### src/rtl/dmem_arb_pkg.sv
// Shared types and constants for the dual-slot data-memory arbiter.
// Holds the FSM state codes and the slot request bundle {we, adr, wd}.
package dmem_arb_pkg;

  localparam int ARB_AW = 32;
  localparam int ARB_DW = 32;

  localparam logic ST_IDLE   = 1'b0;
  localparam logic ST_SERVE2 = 1'b1;

  typedef struct packed {
    logic              we;
    logic [ARB_AW-1:0] adr;
    logic [ARB_DW-1:0] wd;
  } slot_req_t;

endpackage

### src/rtl/dmem_req_latch.sv
// Captures the deferred slot 2 request and slot 1's read data on a conflict.
// Contents are only consumed in the cycle right after a capture.
module dmem_req_latch
  import dmem_arb_pkg::*;
(
  input  logic              clk,
  input  logic              reset,
  input  logic              en,
  input  slot_req_t         req,
  input  logic [ARB_DW-1:0] rd,
  output slot_req_t         req_q,
  output logic [ARB_DW-1:0] rd_q
);

  // NOTE: sequential state uses non-blocking assignments so every flop samples pre-edge values.
  always_ff @(posedge clk or negedge reset) begin
    if (!reset) begin
      req_q <= '0;
      rd_q  <= '0;
    end else if (en) begin
      req_q <= req;
      rd_q  <= rd;
    end
  end

endmodule

### src/rtl/dual_slot_dmem_arbiter.sv
// Arbitrates the single-ported data memory between two M-stage issue slots.
// Slot 1 (older) wins a conflict; slot 2 is replayed next cycle under a one-cycle stall.
module dual_slot_dmem_arbiter
  import dmem_arb_pkg::*;
#(
  parameter int AW    = ARB_AW,
  parameter int DW    = ARB_DW,
  parameter int CNT_W = 16
) (
  input  logic             clk,
  input  logic             reset,
  input  logic             req_1,
  input  logic             we_1,
  input  logic [AW-1:0]    adr_1,
  input  logic [DW-1:0]    wd_1,
  input  logic             req_2,
  input  logic             we_2,
  input  logic [AW-1:0]    adr_2,
  input  logic [DW-1:0]    wd_2,
  output logic [DW-1:0]    rd_1,
  output logic [DW-1:0]    rd_2,
  output logic             stall_m,
  output logic             dmem_write,
  output logic [AW-1:0]    dmem_address,
  output logic [DW-1:0]    dmem_write_data,
  input  logic [DW-1:0]    dmem_read_data,
  output logic [CNT_W-1:0] conflict_cnt
);

  // The request bundle type is sized by the package widths.
  if (AW != ARB_AW || DW != ARB_DW) begin : g_width_check
    $error("dual_slot_dmem_arbiter: AW/DW must match dmem_arb_pkg widths");
  end

  logic      state;
  logic      state_nxt;
  logic      conflict;
  slot_req_t req2_bundle;
  slot_req_t req2_q;
  logic [DW-1:0] rd1_q;

  assign conflict    = (state == ST_IDLE) && req_1 && req_2;
  assign req2_bundle = '{we: we_2, adr: adr_2, wd: wd_2};

  dmem_req_latch u_req_latch (
    .clk   (clk),
    .reset (reset),
    .en    (conflict),
    .req   (req2_bundle),
    .rd    (dmem_read_data),
    .req_q (req2_q),
    .rd_q  (rd1_q)
  );

  always_ff @(posedge clk or negedge reset) begin
    if (!reset) state <= ST_IDLE;
    else        state <= state_nxt;
  end

  always_comb begin
    state_nxt = ST_IDLE;
    if (state == ST_IDLE && conflict) state_nxt = ST_SERVE2;
  end

  // Write enable and stall are forced low while reset is held so a
  // dropped slot 2 access can never reach memory.
  always_comb begin
    // NOTE: every output gets a default first so no path through this block infers a latch.
    dmem_address    = adr_2;
    dmem_write_data = wd_2;
    dmem_write      = 1'b0;
    stall_m         = 1'b0;
    rd_1            = dmem_read_data;
    rd_2            = dmem_read_data;
    if (state == ST_SERVE2) begin
      dmem_address    = req2_q.adr;
      dmem_write_data = req2_q.wd;
      dmem_write      = req2_q.we;
      rd_1            = rd1_q;
    end else if (req_1) begin
      dmem_address    = adr_1;
      dmem_write_data = wd_1;
      dmem_write      = we_1;
      stall_m         = req_2;
    end else if (req_2) begin
      dmem_write      = we_2;
    end
    dmem_write = dmem_write & reset;
    stall_m    = stall_m & reset;
  end

  always_ff @(posedge clk or negedge reset) begin
    if (!reset)                               conflict_cnt <= '0;
    else if (conflict && conflict_cnt != '1)  conflict_cnt <= conflict_cnt + CNT_W'(1);
  end

endmodule

### config.mk
export PLATFORM = sky130hd
export DESIGN_NAME = dual_slot_dmem_arbiter
export DESIGN_NICKNAME = d
export VERILOG_FILES = /design/src/rtl/dmem_arb_pkg.sv /design/src/rtl/dmem_req_latch.sv /design/src/rtl/dual_slot_dmem_arbiter.sv
export SDC_FILE = /design/constraint.sdc
export NUM_CORES = 1
export LEC_CHECK = 0
export ABC_AREA = 1
export BUFFER_PORTS_ARGS = -buffer_cell sky130_fd_sc_hd__buf_2
export CORE_AREA = 3 3 119 121
export DETAILED_ROUTE_END_ITERATION = 10
export DIE_AREA = 0 0 122 124
export PLACE_DENSITY = 0.84
export SLEW_MARGIN = 20
export SYNTH_ARGS = -nofsm -noshare
export SYNTH_HDL_FRONTEND = slang
export SYNTH_SLANG_ARGS = --single-unit
### constraint.sdc
create_clock -name clk -period 3.2 [get_ports clk]
set_input_delay 0.64 -clock clk [delete_from_list [all_inputs] [get_ports clk]]
set_output_delay 0.64 -clock clk [all_outputs]
set_load 0.01 [all_outputs]
* After elaboration in Yosys (flattened, before gate mapping) *
Cells that the tools add are included.

cells by class
  add/subtract/negate cells = 1
  bitwise operators = 3
  equal/unequal tests = 1
  reductions and logical operators = 4
  mux-type cells = 11

operators by type and width
  cell                                                              count
  32-bit 2-to-1 mux                                                 5
  16-bit by 1-bit adder with 16-bit output (second input constant)  1
  16-bit != test (second input constant)                            1
  1-bit 2-to-1 mux                                                  6
  1-bit logical AND                                                 4
  1-bit AND                                                         2
  1-bit inverter                                                    1

word-level totals
  input port bits = 166
  logic and storage cells = 26
  bits in registers = 114

* Depth between registers and ports, before layout *
  word-level depth = 5
  depth in mapped cells = 8
  depth with buffers taken out = 8

* By module *
Synthesis repeated with hierarchy kept, for this count alone.

unflattened totals
  cells, all modules = 998
  area total of the unflattened synthesis = 6707.7 um^2

modules (own cells, without submodules)
  module                  cells an instance  area an instance (um^2)  times used
  dmem_req_latch          410                3668.5                   1
  dual_slot_dmem_arbiter  588                3039.2                   1

* Least setup slack after synthesis *
No wires, ideal clock.

  kind = in2out
  from = input port req_1
  to = output port dmem_address[21]
  path buffers = 2
  required time = 2.560 ns
  path slack = 1.130 ns
  arrival time = 1.430 ns
  stages = 5
  cells stage by stage = inv_1 -> buf_2 -> buf_1 -> nand2_1 -> a21oi_1

between the ends
  cells in the longest elaborated chain, start to end = 2

RTL lines
  what               line                          text
  from (decl)        dual_slot_dmem_arbiter.sv:12  input logic req_1,
  32-bit 2-to-1 mux  dual_slot_dmem_arbiter.sv:80  end else if (req_1) begin
  32-bit 2-to-1 mux  dual_slot_dmem_arbiter.sv:75  if (state == ST_SERVE2) begin
  to (decl)          dual_slot_dmem_arbiter.sv:24  output logic [AW-1:0] dmem_address,

Every way passes these cells.

* Worst setup path after layout *
  from = register state
  to = output port dmem_write

between the ends
  cells in the longest elaborated chain, start to end = 2

RTL lines
  what                    line                          text
  from (decl)             dual_slot_dmem_arbiter.sv:35  logic state;
  from (signal assigned)  dual_slot_dmem_arbiter.sv:57  else state <= state_nxt;
  1-bit 2-to-1 mux        dual_slot_dmem_arbiter.sv:75
  1-bit AND               dual_slot_dmem_arbiter.sv:88  dmem_write = dmem_write & reset;
  to (decl)               dual_slot_dmem_arbiter.sv:23  output logic dmem_write,

Every way passes these cells.

==> out/results.ini <==
[cts]
postCtsSetupBuffers=0
clock_tree.buffer_depth=2
cts_sinks=114
cts-hold-fix-buffers=0
clkLatencyLatePin_ns=0.41
ctsRootBufferMaster=clkbuf_16
numCtsBuffers=17
htreeDepth=4
cts_tree=done
clkTransAtPathRegs_ns=0.05
cts-resized-gates=0

[finish]
utilization_pct=64.5
drive_above_1_share_pct=29.7
syn_to_final_growth_pct=30.5
final_common_cell=nand2_1
nNetsFinal=1372
n_antenna_cell=0
fillers=1187
ff_latch_area_um2=2860
fin_area_um2=8510
multi_input_area_um2=3010
final_cell_mix=nand2_1, buf_2, a21oi_1

[worst_setup_path]
endpoint=dmem_write
required_ns=2.56
cp_data_arrival_time_ns=2.23
crit_path_max_fanout=49
worstReg2RegEnd=u_req_latch.req_q[17]$_DFFE_PN0P_
rr_worst_depth=5
ff2ff_setup_slack_ns=1.10
crit_type=flip-flop to output pin
crit_start=state$_DFF_PN0_
critPathCaptureType=output pin
regToRegStartpoint=state$_DFF_PN0_
cp-start-kind=flip-flop

[floorplanning]
initial_core_util_pct=49.4
die_area_um2=15100
fp.coreArea_um2=13200
boundaryPins=312
die_w_um=122
dieHeight_um=124
rows=42

[global_route]
gr-total-overflow=0
antenna_found_initial=0
grt_usage_pct=25.1
grt_start_max_net_pins=67
grt_pass1_wl_um=30000
grt_pass1_vias=6247

[sta]
rsz0062_at_grt=no
fmax_mhz=349
finalCritPeriodShare_pct=89.5
setup_tns_ns=0
worst_slack_ns=0.334
finalClockSkew_ns=0.00522
setup_viol=0
finalHoldViolations=0
min_period_ns=2.87
worstMarginPinSlew_ns=0.793
maxSlewHeadroom_pct=47.1
drv_slew=0
holdWs_ns=0.0369

[yosys]
yosys-top-cells-area=dfrtp_1, nand2_1, a21oi_1
synth_nets=1120
mappedNetlistArea_um2=6520
synthCells=953
synth_area_leader_cell=dfrtp_1
synth_top_area_share_pct=43.8
ys_seq_elements=114
synth.distinct_cells=26
seq_area_frac_synth_pct=43.8
avgSynthCellArea_um2=6.84
yosysWarnings=0

[route]
dr.pass1.iters=7
vias=7000
route.detailed.drc=0
viasPerCell=5.03
initialDrtViolationCount=471
wl_per_cell_um=14.0
ant_nets=0
drt-total-wl_um=19500

[power_and_ir_drop]
power_density_nw_per_um2=528
p_leak_nw=4.74
ir_drop_v=0.000328

[placed_design]
port_buffers=311
place_area_um2=7940
post-place-ws_ns=0.665
dp.final_hpwl_um=13900
gp_congestion=0.848

[status]
status=completed

[min_path]
hp-class=input port to asynchronous set/reset pin

[run]
cap_viol_max_count=0

## where the power goes
group / total, W / leakage [nW] / switching [W] / internal (W)
sequential: 0.00180 / 1.43 / 0.000148 / 0.00165
clock: 0.00175 / 0.285 / 0.000606 / 0.00114
combinational: 0.000939 / 3.02 / 0.000551 / 0.000388
total: 0.00449 / 4.74 / 0.00131 / 0.00318
## synthesized netlist by cell type
cell type  count
nand3_2        1
nor2_1        81
nand3b_1       4
clkbuf_1      20
nand4_1        3
nor2_2         1
buf_4         33
buf_1         13
nand2_4        2
dfrtp_1      114
inv_1         45
xnor2_1        5
o21ai_1        1
a31oi_1        1
nor3_4         1
o21ai_0       66
nand3_1        7
buf_2         22
a21oi_1      128
nand2_1      399
ha_1           1
nor2_4         1
and2_1         1
buf_6          1
inv_2          1
nor3_1         1
## critical path, cell delays in order (launching register included)
cell	delay, ns
dfrtp_4	0.77
inv_2	0.31
buf_12	0.27
a31oi_1	0.28
buf_2	0.19
## area by class of cell
cell class	instances	share of cell area (%)
Sequential cell	114	33.6
Inverter	46	2.03
Clock inverter	4	0.235
Timing Repair Buffer	322	19.7
Clock buffer	27	6.38
Multi-Input combinational cell	704	35.4
Tap cell	176	2.59
## per-stage QoR
stage	instances	total power, W
after floorplan	953	0.00234
after global placement	1362	0.00273
after detailed placement	1362	0.00276
after CTS	1393	0.00453
after global routing	1393	0.00475
final	1393	0.00449
## cells by family after synthesis
logic type,count (synthesis),synth area share [%]
adders and majority gates,1,0.192
buffers and inverters,135,10.2
xor gates and xnor gates,5,0.672
DFF,114,43.8
and+or+nand+nor,502,30.1
AOI/OAI and AO/OA,196,15.1
## worst min-delay path by stage
stage                     start  slack [ns]                                 to  cells past startpoint
after floorplan           reset        0.34        conflict_cnt[0]$_DFFE_PN0P_                      0
after global placement    reset        0.45                    state$_DFF_PN0_                      1
after detailed placement  reset        0.46                    state$_DFF_PN0_                      1
after global routing      reset        0.02  u_req_latch.req_q[64]$_DFFE_PN0P_                      1
final                     reset        0.04  u_req_latch.req_q[64]$_DFFE_PN0P_                      1
after CTS                 reset        0.02                    state$_DFF_PN0_                      1
## sequential cells by signal, indices dropped and copies added (netlist names)
register / cells
u_req_latch.req_q: 65
conflict_cnt: 16
u_req_latch.rd_q: 32
state: 1
## layer usage
metal / track usage (%) / share of wire (%) / vias to the layer above
li1: - / - / 3471
met1: 32.1 / 42 / 3215
met2: 41.4 / 49 / 272
met3: 5.63 / 6.7 / 42
met4: 10.2 / 2.5 / 0
met5: 0 / 0 / -
(Power assumes the default switching activity.)
